[config.mk]
export PLATFORM = sky130hd
export DESIGN_NAME = render_pixel_sequencer
export DESIGN_NICKNAME = d
export VERILOG_FILES = /design/src/rtl/render_pkg.sv /design/src/rtl/render_coord_fifo.sv /design/src/rtl/render_pixel_sequencer.sv
export SDC_FILE = /design/constraint.sdc
export NUM_CORES = 1
export LEC_CHECK = 0
export ABC_AREA = 0
export BUFFER_PORTS_ARGS = -buffer_cell sky130_fd_sc_hd__buf_4
export CORE_AREA = 5 5 172 108
export DETAILED_ROUTE_END_ITERATION = 6
export DIE_AREA = 0 0 177 113
export PLACE_DENSITY = 0.86
export SYNTH_ARGS = -nofsm -noshare
export SYNTH_HDL_FRONTEND = slang
export SYNTH_SLANG_ARGS = --single-unit
[constraint.sdc]
create_clock -name clk_in -period 4.8 [get_ports clk_in]
set_input_delay 0 -clock clk_in [delete_from_list [all_inputs] [get_ports clk_in]]
set_output_delay 0 -clock clk_in [all_outputs]
set_load 0.01 [all_outputs]
[src/rtl/render_pkg.sv]
`default_nettype none
// ============================================================================
// render_pkg: shared geometry defaults and types for the render pixel sequencer
// Revision: 1.0
// ============================================================================
package render_pkg;
  localparam int WIDTH_DEF  = 512;
  localparam int HEIGHT_DEF = 384;
  localparam int X_W        = 11;
  localparam int Y_W        = 10;

  typedef enum logic [1:0] {IDLE = 2'd0, ISSUE = 2'd1, DRAIN = 2'd2, DONE = 2'd3} seq_state_t;

  typedef struct packed {
    logic [X_W-1:0] x;
    logic [Y_W-1:0] y;
  } coord_t;
endpackage
`default_nettype wire

[src/rtl/render_coord_fifo.sv]
`default_nettype none
// ============================================================================
// render_coord_fifo: synchronous FIFO holding coordinates of in-flight requests
// Revision: 1.0
// ============================================================================
module render_coord_fifo
  import render_pkg::*;
#(
  parameter int DEPTH = 8
) (
  input  logic   clk,
  input  logic   rst,
  input  logic   push,
  input  coord_t push_data,
  input  logic   pop,
  output coord_t pop_data,
  output logic   empty,
  output logic   full
);
  localparam int AW = $clog2(DEPTH);
  localparam logic [AW:0] PTR_ONE = (AW+1)'(1);

  coord_t        mem [DEPTH];
  logic [AW:0]   wr_ptr;
  logic [AW:0]   rd_ptr;

  always_ff @(posedge clk) begin
    if (push) begin
      mem[wr_ptr[AW-1:0]] <= push_data;
    end
  end

  always_ff @(posedge clk) begin
    if (rst) begin
      wr_ptr <= '0;
      rd_ptr <= '0;
    end else begin
      if (push) wr_ptr <= wr_ptr + PTR_ONE;
      if (pop)  rd_ptr <= rd_ptr + PTR_ONE;
    end
  end

  // Extra pointer bit distinguishes full from empty when the indices match.
  assign pop_data = mem[rd_ptr[AW-1:0]];
  assign empty    = (wr_ptr == rd_ptr);
  assign full     = (wr_ptr[AW] != rd_ptr[AW]) && (wr_ptr[AW-1:0] == rd_ptr[AW-1:0]);
endmodule
`default_nettype wire

[src/rtl/render_pixel_sequencer.sv]
`default_nettype none
// ============================================================================
// render_pixel_sequencer: raster-order shader request issue and write-beat pairing
// Optional build macro: RENDER_INTERLACE_EN (alternate-field row scanning)
// Revision: 1.0
// ============================================================================
module render_pixel_sequencer
  import render_pkg::*;
#(
  parameter int WIDTH           = WIDTH_DEF,
  parameter int HEIGHT          = HEIGHT_DEF,
  parameter int MAX_OUTSTANDING = 8
) (
  input  logic           clk_in,
  input  logic           rst_in,
  input  logic           frame_start_in,
  output logic           busy_out,
  output logic           frame_done_out,
  output logic           req_valid_out,
  input  logic           req_ready_in,
  output logic [X_W-1:0] req_x_out,
  output logic [Y_W-1:0] req_y_out,
  input  logic           resp_valid_in,
  input  logic           resp_hit_in,
  input  logic [3:0]     resp_r_in,
  input  logic [3:0]     resp_g_in,
  input  logic [3:0]     resp_b_in,
  output logic [X_W-1:0] x_out_block,
  output logic [Y_W-1:0] y_out_block,
  output logic [3:0]     r_out,
  output logic [3:0]     g_out,
  output logic [3:0]     b_out,
  output logic           block_visible_out,
  output logic           valid_out,
  output logic           orphan_err_out,
  output logic           field_out
);
  localparam int             OW      = $clog2(MAX_OUTSTANDING) + 1;
  localparam logic [OW-1:0]  OUT_MAX = OW'(MAX_OUTSTANDING);
  localparam logic [OW-1:0]  OUT_ONE = OW'(1);
  localparam logic [X_W-1:0] X_LAST  = X_W'(WIDTH - 1);
  localparam logic [X_W-1:0] X_ONE   = X_W'(1);

  localparam logic [1:0] S_IDLE  = IDLE;
  localparam logic [1:0] S_ISSUE = ISSUE;
  localparam logic [1:0] S_DRAIN = DRAIN;
  localparam logic [1:0] S_DONE  = DONE;

  logic [1:0]     state;
  logic [X_W-1:0] x_cnt;
  logic [Y_W-1:0] y_cnt;
  logic [OW-1:0]  outstanding;
  logic [Y_W-1:0] y_first;
  logic [Y_W-1:0] y_last;
  logic [Y_W-1:0] y_step;
  logic           fifo_empty;
  logic           fifo_full;
  coord_t         head;
  coord_t         push_coord;
  logic           issue;
  logic           resp_take;
  logic           last_coord;

`ifdef RENDER_INTERLACE_EN
  logic field;

  always_ff @(posedge clk_in) begin
    if (rst_in)                field <= 1'b0;
    else if (state == S_DONE)  field <= ~field;
  end

  assign y_first   = {{(Y_W-1){1'b0}}, field};
  assign y_last    = Y_W'(HEIGHT - 2) + y_first;
  assign y_step    = Y_W'(2);
  assign field_out = field;
`else
  assign y_first   = '0;
  assign y_last    = Y_W'(HEIGHT - 1);
  assign y_step    = Y_W'(1);
  assign field_out = 1'b0;
`endif

  // The FIFO occupancy mirrors outstanding, so both gates agree by construction.
  assign req_valid_out  = (state == S_ISSUE) && (outstanding < OUT_MAX) && !fifo_full;
  assign issue          = req_valid_out && req_ready_in;
  assign resp_take      = resp_valid_in && (outstanding != '0) && !fifo_empty;
  assign last_coord     = (x_cnt == X_LAST) && (y_cnt == y_last);
  assign req_x_out      = x_cnt;
  assign req_y_out      = y_cnt;
  assign busy_out       = (state != S_IDLE);
  assign frame_done_out = (state == S_DONE);
  assign push_coord     = '{x: x_cnt, y: y_cnt};

  always_ff @(posedge clk_in) begin
    if (rst_in) begin
      state <= S_IDLE;
      x_cnt <= '0;
      y_cnt <= '0;
    end else begin
      case (state)
        S_IDLE: begin
          if (frame_start_in) begin
            state <= S_ISSUE;
            x_cnt <= '0;
            y_cnt <= y_first;
          end
        end
        S_ISSUE: begin
          if (issue) begin
            if (x_cnt == X_LAST) begin
              x_cnt <= '0;
              y_cnt <= y_cnt + y_step;
            end else begin
              x_cnt <= x_cnt + X_ONE;
            end
            if (last_coord) state <= S_DRAIN;
          end
        end
        S_DRAIN: begin
          if (outstanding == '0) state <= S_DONE;
        end
        default: state <= S_IDLE;
      endcase
    end
  end

  always_ff @(posedge clk_in) begin
    if (rst_in)                      outstanding <= '0;
    else if (issue && !resp_take)    outstanding <= outstanding + OUT_ONE;
    else if (!issue && resp_take)    outstanding <= outstanding - OUT_ONE;
  end

  // A stray response is flagged even if it coincides with a frame start.
  always_ff @(posedge clk_in) begin
    if (rst_in)                                         orphan_err_out <= 1'b0;
    else if (resp_valid_in && (outstanding == '0))      orphan_err_out <= 1'b1;
    else if ((state == S_IDLE) && frame_start_in)       orphan_err_out <= 1'b0;
  end

  always_ff @(posedge clk_in) begin
    if (rst_in) begin
      valid_out         <= 1'b0;
      x_out_block       <= '0;
      y_out_block       <= '0;
      r_out             <= '0;
      g_out             <= '0;
      b_out             <= '0;
      block_visible_out <= 1'b0;
    end else begin
      valid_out <= resp_take;
      if (resp_take) begin
        x_out_block       <= head.x;
        y_out_block       <= head.y;
        r_out             <= resp_r_in;
        g_out             <= resp_g_in;
        b_out             <= resp_b_in;
        block_visible_out <= resp_hit_in;
      end
    end
  end

  render_coord_fifo #(
    .DEPTH(MAX_OUTSTANDING)
  ) u_coord_fifo (
    .clk       (clk_in),
    .rst       (rst_in),
    .push      (issue),
    .push_data (push_coord),
    .pop       (resp_take),
    .pop_data  (head),
    .empty     (fifo_empty),
    .full      (fifo_full)
  );
endmodule
`default_nettype wire

Yosys cells after proc, flatten, opt, wreduce, memory -nomap -nowiden
Memory sizes are Yosys's and may differ from the RTL's. A register that Yosys moved wholly into a read port is not among the register bits.
Index checks and enable logic that the tools add are counted.
Cells by class
  $lt $le $gt $ge: 1
  add/sub/neg operators: 6
  equal/unequal tests: 13
  reduce and logical (&&, ||, !) cells: 25
  mux-type cells: 19
Operators with widths (number)
  11-bit two-way mux: 3
  10-bit two-way mux: 3
  11-bit one-hot mux with 2 select lines: 1
  10-bit one-hot mux with 2 select lines: 1
  4-bit by 1-bit adder with 4-bit output, second input constant: 3
  11-bit by 1-bit adder with 11-bit output, second input constant: 1
  11-bit by 9-bit equality test with 1-bit output, second input constant: 1
  1-bit logical AND: 11
  10-bit by 1-bit adder with 10-bit output, second input constant: 1
  10-bit by 9-bit equality test with 1-bit output, second input constant: 1
  2-bit two-way mux: 4
  4-bit two-way mux: 2
  2-bit inequality test, second input constant: 4
  4-bit AND reduction: 2
  2-bit nonzero test: 4
  2-bit one-hot mux with 3 select lines: 1
  2-bit equality test, second input constant: 2
  4-bit equality test: 1
  1-bit logical NOT: 4
  4-bit logical NOT: 1
  4-bit < comparator, second input constant: 1
  1-bit two-way mux: 4
  4-bit nonzero test: 1
  4-bit by 1-bit subtractor with 4-bit output, second input constant: 1
  6 further kinds: 6
Word-level totals
  output and inout port bits: 61
  bits in writable memories: 168
  bits of input ports: 18
  flip-flop bits (word level): 50
  memories kept: 1
Memory list
  u_coord_fifo.mem: words 8, bits a word 21, read ports 1, clocked after Yosys merged registers in 1, wr ports 1, line render_coord_fifo.sv:23  | coord_t mem [DEPTH];

Depth between registers and ports, before layout
Gate-level depths: netlist of the first run.
  depth after elaboration: 9
  depth in mapped cells: 14

By module
Synthesis of the first run repeated with hierarchy kept, for this count alone.
Second synthesis, totals
  cell total of the unflattened synthesis: 634
  area total of the unflattened synthesis: 9723.1 sq um
By module, submodules not included
  render_coord_fifo: sequential area each 5265.0 sq um, area an instance 6949.2 sq um, times used 1, cells an instance 300
  render_pixel_sequencer: sequential area each 1261.2 sq um, area an instance 2773.9 sq um, times used 1, cells an instance 334

Least setup slack after synthesis of the first run
Ideal clock, no wire load.
  path type: reg2reg
  start point: register state[1]
  end point: memory u_coord_fifo.mem[2][0] (netlist name) (enable)
  data arrival time: 3.491 ns
  cell stages (with the launch flop): 7
  period minus slack after synthesis: 3.951 ns
  data required time: 4.340 ns
  library setup time: 0.460 ns
  setup slack: 0.849 ns
  cells stage by stage: dfxtp_1 > inv_1 > ha_1 > clkbuf_1 > and2_1 > nand2_1 > nor4b_1
On the way
  cells in the longest elaborated chain, start to end: 6
RTL lines
  from (decl): line render_pixel_sequencer.sv:49  | logic [1:0] state;
  from (signal assigned): line render_pixel_sequencer.sv:96  | state <= S_IDLE;
  from (signal assigned): line render_pixel_sequencer.sv:103  | state <= S_ISSUE;
  from (signal assigned): line render_pixel_sequencer.sv:116  | if (last_coord) state <= S_DRAIN;
  2-bit by 1-bit equality test with 1-bit output: line render_pixel_sequencer.sv:84  | assign req_valid_out = (state == S_ISSUE) && (outstanding < OUT_MAX) && !fifo_full;
  1-bit logical AND (2 in series): line render_pixel_sequencer.sv:84
  1-bit logical AND: line render_pixel_sequencer.sv:85  | assign issue = req_valid_out && req_ready_in;
  1-bit two-way mux: line render_coord_fifo.sv:28  | if (push) begin
  1-bit two-way mux (not written as such): line render_coord_fifo.sv:29  | mem[wr_ptr[AW-1:0]] <= push_data;
  to (decl): line render_coord_fifo.sv:23
No other way between the ends.

Worst setup path in the final report of the first run
  start point: register u_coord_fifo.wr_ptr[0]
  end point: register outstanding[3]
On the way
  cells in the longest elaborated chain, start to end: 8
RTL lines
  from (decl): line render_coord_fifo.sv:24  | logic [AW:0] wr_ptr;
  from (signal assigned): line render_coord_fifo.sv:38  | if (push) wr_ptr <= wr_ptr + PTR_ONE;
  3-bit equality test: line render_coord_fifo.sv:46  | assign full = (wr_ptr[AW] != rd_ptr[AW]) && (wr_ptr[AW-1:0] == rd_ptr[AW-1:0]);
  1-bit logical AND: line render_coord_fifo.sv:46
  1-bit logical NOT: line render_pixel_sequencer.sv:84
  1-bit logical AND: line render_pixel_sequencer.sv:84
  1-bit logical AND: line render_pixel_sequencer.sv:85
  1-bit logical NOT: line render_pixel_sequencer.sv:130  | else if (!issue && resp_take) outstanding <= outstanding - OUT_ONE;
  1-bit logical AND: line render_pixel_sequencer.sv:130
  2-bit nonzero test (no source line)
  to (signal assigned): line render_pixel_sequencer.sv:129  | else if (issue && !resp_take) outstanding <= outstanding + OUT_ONE;
  to (signal assigned): line render_pixel_sequencer.sv:130
  to (decl): line render_pixel_sequencer.sv:52  | logic [OW-1:0] outstanding;
Several ways; a longest one is shown, not always the timed one.
A chain may end at the register's enable or synchronous reset.

==> results.txt, run 1 <==
- The run finished with clean final reports.
- The initial utilization of the core area, before any placement, comes to 57.58%.
- Transition at the pin with the smallest max-transition slack: 1.051 ns
* Horiz. Die Dim: 177 um
* FFs w/ async S/R, synth: 0%
* CORE AREA: 16,760 um2
- At the end of the flow the core is filled with cells to 68.21%.
* CTS tree: done
- Crit path kind: reg2reg
- Number of buffers created by CTS: 22
- The die covers 20,000 um2.
- Avg Synthesized Cell Area: 15.24 um2
- After detailed routing, the total wire length is 21,450 um.
- Hold Violations, Final: 0
- In this run the worst path has a maximum fanout of 16.
- Number of warnings reported in the yosys synthesis log: 0
* Type of element capturing the critical path: flip-flop
- Fin area: 11,430 um2
- Gate Count Post-Synth: 633
* Number of nets in the finished design: 757
* Insertion delay of the later-clocked pin in the worst-skew pair: 0.50 ns
- Gates resized during post-CTS repair numbered 0.
* Arrival time reported for the critical path endpoint: 3.89 ns
* Total via count after detailed routing: 5,918
- Post-DR vias/cell: 6.064
* Tmin final: 3.460 ns
- The mapped netlist covers 9649 um2.
- Reg-to-reg slack, setup: 1.34 ns
* Worst VDD drop: 0.3288 mV
* Ordered list of cells on the worst path: xor2_2 > nor4b_2 > nor2_4 > inv_1 > ha_1 > inv_1 > ha_1 > a21o_1 > a21oi_1 > xnor2_1 > or3_1 > a21oi_1
- The first detailed-routing pass took 5 iterations.
- CP required: 5.23 ns
* Worst setup path startpoint: u_coord_fifo.wr_ptr[0]
- Clock skew after layout: 0.008042 ns
- After detailed placement, the design holds a cell count of 920.
- Overflow left after global routing: 0
- In this run the cell area measured after placement is 10,460 um2.
- The finished layout holds 976 standard cells, fillers aside.
* Area growth from synthesis to final layout: 18.47%
- P per Cell Area: 451.8 nW/um2
- Port buffering added 77 buffers.
- Worst slack on hold paths: 0.06341 ns
* Post-Synthesis Net Count: 664
* Kind of path behind the tightest hold check: in2reg
* Largest net degree at the start of global routing: 71
- DR iter-0 viols: 603
- The worst pin sits at a relative slew slack of 29.89%.
* Core Rows: 37
* Crit path launch type: flip-flop
- 79 I/O pins were placed.
* Startpoint of the worst hold path: rst_in
- The most used flip-flop cell after synthesis is edfxtp_1.
- CP delay by family, top: simple AND/OR/NAND/NOR gates
* Detailed placement HPWL: 12,570 um
- Flip-flop and latch count after synthesis: 239
* Final period util: 72.09%
- The number of global-route vias before repair was 5,826.
- RSZ-0062 raised after global routing: false
- Max Clk Rate: 0.2890 GHz
- Filler cell count: 1,099
- In this run, distinct cell masters in the synthesized netlist total 61.
- The longest clock path from root to sink contains 3 buffers.
* Total global routing track utilization: 21.31%
- Together, buffers and inverters on the worst path number 2.
- The analysis attributes to cell leakage a power of 3.900 nW.
- The count of nets left with antenna violations once routing finished came out at 0.
* Number of remaining DRC errors: 0
- # clock sinks: 239
- The final count of pins violating max slew came to 0.
- Yosys mapped a number of flops with a built-in enable equal to 168.
- Layout cell share with drive strength beyond 1: 25.64%
- Number of antenna violations at the first check in global routing: 0
- Global-route wire length before repair: 32,930 um
- For the final routed database, the setup TNS stands at 0 ns.
- In this run the critical register-to-register path is launched from u_coord_fifo.wr_ptr[0].
- Slowest Stage Delay on Critical Path: 0.62 ns
- The congestion estimate from routability-driven global placement came to 0.8186.
* Maximum level of the CTS H-tree: 1
* Count of max-cap constraint violations: 0
- Slowest CP cell: dfxtp_1
* Setup fix buffers added after clock tree synthesis: 0
- Setup-failing EPs final: 0
- Average wire length per cell after detail routing: 21.98 um
* Clock-pin transition on the worst setup and hold timing paths: 0.07 ns
- Root Buffer Master: clkbuf_16
- Sequential cells were found to cover 67.01% of the synthesized design area.
* Height of the die: 113 um
## routing by layer
metal / up-vias / GRT usage, % / routed length [um]
met3: 40 / 4.007 / 1863
met5: - / 0 / 0
li1: 2612 / - / -
met4: 0 / 3.709 / 308
met1: 2984 / 31.01 / 8957
met2: 282 / 34.66 / 10320
## sequential cells by signal, indices dropped and copies added (netlist names)
| signal | cells |
|---|---|
| orphan_err_out | 1 |
| g_out | 4 |
| u_coord_fifo.mem | 168 |
| u_coord_fifo.wr_ptr | 4 |
| state | 2 |
| valid_out | 1 |
| req_x_out | 11 |
| y_out_block | 10 |
| req_y_out | 10 |
| u_coord_fifo.rd_ptr | 4 |
| block_visible_out | 1 |
| b_out | 4 |
| r_out | 4 |
| x_out_block | 11 |
| outstanding | 4 |
## final timing paths
kind / end / cells after the start
min: orphan_err_out / 2
max reg2reg: outstanding[3] / 12
max: outstanding[3] / 12
min reg2reg: r_out[0] / 2
## cells in the final DEF, fill, tap and decap left out, types with 3 or more instances in the layout
| cell | count |
|---|---|
| clkbuf_16 | 23 |
| xor2_2 | 3 |
| and2_1 | 3 |
| ha_1 | 12 |
| or3b_1 | 3 |
| o22ai_1 | 3 |
| or4_1 | 3 |
| dfxtp_1 | 69 |
| nand3_1 | 15 |
| a211oi_1 | 20 |
| clkbuf_1 | 3 |
| xnor2_1 | 7 |
| nor3_1 | 5 |
| o21ai_1 | 7 |
| nor4b_2 | 3 |
| or3_1 | 6 |
| nand2_1 | 44 |
| nor2_1 | 46 |
| nand4_1 | 3 |
| and3_1 | 6 |
| xor2_1 | 3 |
| bufinv_16 | 6 |
| dlygate4sd3_1 | 16 |
| a21oi_1 | 30 |
| mux2i_1 | 22 |
| o21ai_0 | 4 |
| nor3b_1 | 5 |
| clkinvlp_4 | 3 |
| mux4_2 | 42 |
| a21o_1 | 7 |
| inv_1 | 15 |
| buf_4 | 88 |
| edfxtp_1 | 168 |
## cells in the mapped netlist, types with 9 or more instances
master,instances,area [um2]
clkbuf_1,16,60.06
nor2_1,47,176.4
mux4_2,42,945.9
mux2i_1,22,220.2
nand2_1,44,165.2
ha_1,12,150.1
edfxtp_1,168,5045
dfxtp_1,71,1421
buf_2,9,45.04
a21oi_1,30,150.1
a211oi_1,20,150.1
inv_1,15,56.30
nand3_1,15,75.07
## cell families after synthesis
group / share of synthesized area, %
AO/OA/AOI/OAI: 7.054
flip-flops: 67.01
XOR/XNOR: 1.413
adder cells (fa/ha/maj): 1.763
other: 0.03886
multiplexers: 12.09
buffers and inverters: 2.606
AND/OR/NAND/NOR: 8.027
## final cells by class
type                            count  area, um2  area share [%]
Antenna cell                        1      2.502         0.02189
Clock inverter                     13      225.2           1.970
Clock buffer                       26      586.8           5.134
Inverter                           15      56.30          0.4926
Sequential cell                   239       6469           56.59
Multi-Input combinational cell    344       2978           26.05
Timing Repair Buffer              104      820.8           7.180
Tap cell                          234      292.8           2.561
## per-stage QoR
step / power [mW] / setup WS, ns
after detailed placement: 3.213 / 1.396
final: 5.164 / 1.340
after global routing: 5.375 / 1.087
after CTS: 5.184 / 1.378
after global placement: 3.166 / 1.629
after floorplan: 2.994 / 0.8493
## report_power, final
part           switching (mW)  internal, mW  total [mW]  leakage, nW
clock network           0.754          1.20        1.95        0.386
logic                   0.477         0.361       0.838         1.38
registers              0.0758          2.30        2.37         2.13
total                    1.31          3.86        5.16         3.90
## timing repair
action                                  in CTS  in global routing
endpoints found under the setup margin       0                  0
hold buffers                                16                  0
hold endpoints to repair                    15                  0
(Power assumes the default switching activity.)
==> run 2, diff against run 1 <==
--- a/config.mk
+++ b/config.mk
@@ -7,10 +7,10 @@
 export LEC_CHECK = 0
 export ABC_AREA = 0
 export BUFFER_PORTS_ARGS = -buffer_cell sky130_fd_sc_hd__buf_4
-export CORE_AREA = 5 5 172 108
+export CORE_AREA = 5 5 179 112
 export DETAILED_ROUTE_END_ITERATION = 6
-export DIE_AREA = 0 0 177 113
-export PLACE_DENSITY = 0.86
+export DIE_AREA = 0 0 184 117
+export PLACE_DENSITY = 0.84
 export SYNTH_ARGS = -nofsm -noshare
 export SYNTH_HDL_FRONTEND = slang
 export SYNTH_SLANG_ARGS = --single-unit
==> constraint.sdc (replaced) <==
create_clock -name clk_in -period 3.15 [get_ports clk_in]
set_input_delay 0 -clock clk_in [delete_from_list [all_inputs] [get_ports clk_in]]
set_output_delay 0 -clock clk_in [all_outputs]
set_load 0.01 [all_outputs]
==> run 2 against run 1 <==
Routed wire length grew 0.89%. Fmax grew 22%. Clock power grew 44%. Die area grew 7.6%. Core utilization shrank 5.8 points.
==> results.txt, run 2 (synthesis gave the netlist of run 1 again) <==
- The transition at the pin with the smallest max-transition slack came to 0.8563 ns (-0.1943 ns).
- The number of standard-cell rows in the floorplan came to 39 (+5.4%).
- The final cell utilization of the core was 62.38% (-5.8 points).
- Flip-flop count of the largest register, all copies and words added: 168 (unchanged)
* Height of the die: 117 um (+3.5%)
- The power per cell area is 672.1 nW/um2 (+49%).
- The worst hold margin came to 0.06883 ns (+0.005417 ns).
* Met3 usage: 4.632% (+0.63 points)
- The data required time at the worst endpoint was 3.56 ns (-1.67 ns).
- The met2 track demand over resource is 32.99% (-1.7 points).
* Number of buffers created by CTS: 23 (+4.5%)
- The area of combinational cells with multiple inputs came to 2987 um2 (+0.29%).
- The flow ran to the end, and the final reports show no timing, DRC or antenna violations.
- Count of buffers from port buffering: 77 (unchanged)
* Max Clk Rate: 0.3530 GHz (+22%)
- Setup fix buffers added after clock tree synthesis: 0 (unchanged)
* Number of nets in the finished design: 770 (+1.7%)
- The layer flagged by global routing as most heavily used is met2.
- The peak per-stage delay on the critical path was 0.51 ns (-0.11 ns).
- Leaving out fill and tap cells, the most frequent cell in the layout is edfxtp_1.
- The final number of hold-violating endpoints came to 0 (unchanged).
- The arrival time at the worst endpoint came to 3.25 ns (-0.64 ns).
- The total routing resource utilization after global routing is 20.31% (-1.0 points).
- Number of antenna violations at the first check in global routing: 0 (unchanged)
* Layout cell share with drive strength beyond 1: 26.98% (+1.3 points)
- Setup tns final: 0 ns (unchanged)
* Antenna-violating nets left: 0 (unchanged)
* Fin area: 11,510 um2 (+0.66%)
* Final weighted congestion in routability-driven placement: 0.8283 (+1.2%)
* Relative slew slack: 42.92% (+13 points)
- The post-detailed-placement cell area came to 10,560 um2 (+1.0%).
- The signal on the critical path passes through xor2_2 > o41a_1 > nand2_1 > inv_1 > ha_1 > inv_1 > ha_1 > a21o_1 > a21oi_1 > xnor2_1 > or3_1 > a21oi_1.
* DRT Wirelength: 21,640 um (+0.89%)
* Tmin final: 2.833 ns (-0.6268 ns)
* Clock-pin transition on the worst setup and hold timing paths: 0.06 ns (about the same)
- The buffer depth of the longest clock path is 3 (unchanged).
- Detailed placement HPWL: 13,370 um (+6.3%)
* Largest net degree at the start of global routing: 71 (unchanged)
- TritonCTS built the clock tree.
* CORE AREA: 18,450 um2 (+10%)
* Slowest CP cell: o41a_1
- Total via count after detailed routing: 5,937 (+0.32%)
- Crit path launch type: flip-flop
* Most frequent cells in the layout: edfxtp_1, buf_4, dfxtp_1
- Clock skew after layout: 0.02263 ns (+0.01459 ns)
- The total DRC errors in the routed layout came to 0 (unchanged).
- RSZ-0062 raised after global routing: false
* Global-route wire length before repair: 33,620 um (+2.1%)
- Area growth from synthesis to final layout: 19.24%
- The final setup violation count came to 0 (unchanged).
- The total congestion overflow after global routing came to 0 (unchanged).
- Post-DR vias/cell: 5.925 (-2.3%)
- Root Buffer Master: clkbuf_16
- The H-tree depth came to 1 (unchanged).
- The final count of pins violating max slew came to 0 (unchanged).
* Kind of path behind the tightest hold check: in2reg
- # clock sinks: 239 (unchanged)
- Filler cell count: 1,307 (+19%)
* Count of max-cap constraint violations: 0 (unchanged)
- The die outline width came to 184 um (+4.0%).
- Number of diodes added for antenna fixing: 0 (-1)
* Via count of the first global-routing pass: 6,011 (+3.2%)
* CP delay by family, top: compound AO/OA/AOI/OAI gates
- Number of detailed-route iterations in the first pass: 5 (unchanged)
* Crit path buf inv count: 2 (unchanged)
* Worst VDD drop: 0.5043 mV (+53%)
* Total leakage power: 3.969 nW (+1.8%)
- The met1 global-route usage is 28.76% (-2.3 points).
- The insertion delay to the later sink of the worst-skew pair came to 0.51 ns (about the same).
- The count of routing violations after the opening detailed-route iteration was 532 (-12%).
- The boundary pin count was 79 (unchanged).
- Type of element capturing the critical path: flip-flop
- Area taken by flip-flops and latches: 6470 um2 (about the same)
* Average wire length per cell after detail routing: 21.60 um (-1.7%)
- Crit path kind: reg2reg
- The initial cell density of the core was 52.31% (-5.3 points).
* Die Area: 21,530 um2 (+7.6%)
- Largest fanout on the critical path: 5 (-11)
* Final period util: 89.94% (+18 points)
## run 2: cell count changes in the layout (fill, tap and decap cells not counted), moves of 2 or more
cell / delta
bufinv_16: -3
clkbuf_1: +3
inv_6: +2
clkbuf_8: +3
buf_4: +12
clkinvlp_4: -2
## run 2: cell type report
type	instances	area share, %
clock buffer	33	5.600
clock inverter	9	1.131
inverter	15	0.4893
multi-input combinational	344	25.96
sequential	239	56.23
tap	246	2.675
timing repair buffer	116	7.917
## run 2: stage by stage
step	worst slack, ns	power, mW	cells
floorplan	-0.8007	4.563	633
global placement	0.3860	4.863	944
detailed placement	0.2602	4.951	944
CTS	0.2486	7.761	1002
global route	0.1133	8.075	1002
finish	0.3168	7.733	1002
## run 2: repair_timing
action,4_1_cts,5_1_grt
hold buffers,16,0
resized for setup,0,2
endpoints found under the hold margin,15,0
endpoints found under the setup margin,0,1
## run 2: path summary, 6_finish.rpt
check / startpoint / to / slack [ns] / cells after the start
worst max-delay path: u_coord_fifo.wr_ptr[1] / outstanding[3] / 0.32 / 12
worst min-delay path: rst_in / outstanding[1] / 0.07 / 2
worst max register to register: u_coord_fifo.wr_ptr[1] / outstanding[3] / 0.32 / 12
worst min register to register: g_out[1] / g_out[1] / 0.46 / 2
## run 2: power by group
part / leakage [nW] / total, mW / internal [mW] / switching (mW)
Combinational: 1.46 / 1.33 / 0.581 / 0.749
Clock: 0.380 / 2.80 / 1.68 / 1.13
Sequential: 2.13 / 3.60 / 3.50 / 0.101
Total: 3.97 / 7.73 / 5.76 / 1.98
## run 2: routing by layer
layer | share of wire (%) | vias up
li1 | - | 2648
met1 | 42 | 2983
met2 | 48 | 264
met3 | 8.8 | 42
met4 | 1.9 | 0
met5 | 0 | -
==> run 3, diff against run 2 <==
--- a/config.mk
+++ b/config.mk
@@ -10,7 +10,7 @@
 export CORE_AREA = 5 5 179 112
 export DETAILED_ROUTE_END_ITERATION = 6
 export DIE_AREA = 0 0 184 117
-export PLACE_DENSITY = 0.84
+export PLACE_DENSITY = 0.76
 export SYNTH_ARGS = -nofsm -noshare
 export SYNTH_HDL_FRONTEND = slang
 export SYNTH_SLANG_ARGS = --single-unit
==> run 3 against run 2 <==
Count of clock-buffer cells in the layout is 3 lower. Critical path type unchanged. Highest routed layer unchanged. Combinational power hardly changed. Clock skew decreased by 0.0093 ns. Routed wire length shrank 3.0%. Cell area fell by 0.95%. First-iteration DRC count is 6.6% lower.
==> results.txt, run 3 (synthesis gave the netlist of run 1 again) <==
- The final setup skew is 0.01329 ns (-0.009348 ns).
- Number of antenna violations at the first check in global routing: 0 (unchanged)
- Area growth from synthesis to final layout: 18.11%
* Final period util: 92.09% (+2.1 points)
- The largest driver fanout on the critical path was 8 (+3).
- Most common library cell in the layout ignoring fill and taps: edfxtp_1
- Kind of path behind the tightest hold check: in2reg
- Global-route wire length before repair: 32,750 um (-2.6%)
- The maximum number of pins on one net before global-route repair is 71 (unchanged).
- Post-DR vias/cell: 5.808 (-2.0%)
- CP required: 3.58 ns (+0.02 ns)
- Startpoint of the worst hold path: rst_in
- In the layout the commonest cells are edfxtp_1, buf_4, dfxtp_1.
- Final weighted congestion in routability-driven placement: 0.8258 (-0.30%)
- The final number of hold-violating endpoints was 0 (unchanged).
* # clock sinks: 239 (unchanged)
- The final setup violation count came to 0 (unchanged).
* Count of max-cap constraint violations: 0 (unchanged)
* Overall power: 7.425 mW (-4.0%)
- Core Rows: 39 (unchanged)
* Total global routing track utilization: 19.71% (-0.60 points)
- The boundary pin count was 79 (unchanged).
- Detailed placement HPWL: 12,990 um (-2.8%)
- Tmin final: 2.901 ns (+0.06758 ns)
- Placed inst area: 10,550 um2 (about the same)
- The total detailed-routing wirelength came to 20,980 um (-3.0%).
- Transition at the pin with the smallest max-transition slack: 0.8790 ns (+0.02276 ns)
- The flip-flop count of the largest register after layout is 168 (unchanged).
- Overflow left after global routing: 0 (unchanged)
- Relative slew slack: 41.40% (-1.5 points)
- Critical R2R Launch: u_coord_fifo.wr_ptr[2]
* Crit path kind: reg2reg
- The final setup slack of the worst path came to 0.2492 ns (-0.06758 ns).
* Root Buffer Master: clkbuf_16
- Number of diodes added for antenna fixing: 0 (unchanged)
- The static leakage power was 3.910 nW (-1.5%).
- DR iter-0 viols: 497 (-6.6%)
- The number of gates resized after CTS was 0 (unchanged).
- Setup repair after global routing left no endpoint under its margin.
* Setup fix buffers added after clock tree synthesis: 0 (unchanged)
- The core box area is 18,450 um2 (unchanged).
- Total via count after detailed routing: 5,802 (-2.3%)
* Outcome: finished, final reports clean
- Starting density of the core: 52.31% (unchanged)
* Number of remaining DRC errors: 0 (unchanged)
* Horiz. Die Dim: 184 um (unchanged)
- In this run the critical register-to-register path is captured at outstanding[3].
* Reg-to-reg slack, setup: 0.25 ns (-0.07 ns)
- The clock buffer count from CTS came to 22 (-4.3%).
* Type of element capturing the critical path: flip-flop
* Worst VDD drop: 0.3650 mV (-28%)
- Arrival time reported for the critical path endpoint: 3.33 ns (+0.08 ns)
- Worst Hold Depth: 2 (unchanged)
- The number of global-route vias before repair came to 5,964 (-0.78%).
- Path depth of the worst reg2reg path: 12 (unchanged)
- Fin area: 11,400 um2 (-0.95%)
* Worst-case clock buffer depth: 3 (unchanged)
* CTS tree: done
- The worst slack at placement is 0.2846 ns (+0.02442 ns).
- Height of the die: 117 um (unchanged)
* Max Slew Vio Count: 0 (unchanged)
* Clock-pin transition on the worst setup and hold timing paths: 0.07 ns (about the same)
- Number of detailed-route iterations in the first pass: 5 (unchanged)
- Number of nets in the finished design: 768 (-0.26%)
- Max Clk Rate: 0.3447 GHz (-2.3%)
* P per Cell Area: 651.4 nW/um2 (-3.1%)
* Count of buffers from port buffering: 77 (unchanged)
* Crit path launch type: flip-flop
* Hold worst-path end: u_coord_fifo.wr_ptr[2]
- The H-tree depth is 1 (unchanged).
* Average wire length per cell after detail routing: 21.00 um (-2.8%)
- Antenna-violating nets left: 0 (unchanged)
- Insertion delay of the later-clocked pin in the worst-skew pair: 0.50 ns (about the same)
* Layout cell share with drive strength beyond 1: 26.16% (-0.82 points)
- The area enclosed by the die boundary came to 21,530 um2 (unchanged).
[run 3: cell types whose count changed in the layout (fill, tap and decap cells not counted), sizes merged]
cell,change
clkinvlp,-1
buf,-1
bufinv,-2
clkbuf,-3
clkinv,+6
inv,-2
[run 3: worst max-delay path: stages, from the launching register on]
cell and delay [ns]:
dfxtp_1 0.57, xor2_2 0.17, o41a_1 0.37, nand2_1 0.10
inv_1 0.11, ha_1 0.25, inv_1 0.13, ha_1 0.25
a21o_1 0.18, a21oi_1 0.17, xnor2_1 0.09, or3_1 0.30
a21oi_1 0.14
[run 3: how the worst max path moves through the flow]
stage	start	endpoint	cells after the start
finish	u_coord_fifo.wr_ptr[2]	outstanding[3]	12
global route	u_coord_fifo.wr_ptr[2]	outstanding[3]	12
CTS	u_coord_fifo.wr_ptr[2]	outstanding[3]	12
detailed placement	u_coord_fifo.wr_ptr[2]	outstanding[3]	12
global placement	u_coord_fifo.wr_ptr[2]	outstanding[3]	12
floorplan	state[1]	u_coord_fifo.mem[2][0]	6
[run 3: metal layers]
metal	share of wire [%]	vias to the layer above	track usage [%]	wire length (um)
met5	0	-	0	0
met3	7.1	30	3.953	1489
li1	-	2646	-	-
met4	1.3	0	4.284	279
met1	44	2905	28.27	9212
met2	48	221	31.94	9999
[run 3: power breakdown]
group / total [mW] / internal [mW] / switching [mW]
Clock: 2.53 / 1.44 / 1.08
Combinational: 1.30 / 0.572 / 0.730
Sequential: 3.60 / 3.50 / 0.0971
Total: 7.42 / 5.51 / 1.91
[run 3: through the flow]
stage	util [%]	TNS [ns]	hold slack [ns]	instances
floorplan	-	-58.02	0.1360	633
global placement	57.22	0	0.2473	943
detailed placement	57.22	0	0.2617	943
CTS	61.79	0	0.05053	999
global route	61.79	0	0.07932	999
finish	61.79	0	0.06895	999
[run 3: layout make-up]
type / instances / area, um2
fill: 1345 / 7048
inverter: 15 / 56.30
sequential: 239 / 6469
timing repair buffer: 115 / 903.4
clock buffer: 30 / 611.8
clock inverter: 10 / 71.32
tap: 246 / 307.8
multi-input combinational: 344 / 2978
[run 3: what timing repair did]
action	CTS	global route
hold endpoints to repair	15	0
hold buffers	16	0
setup endpoints to repair	0	0
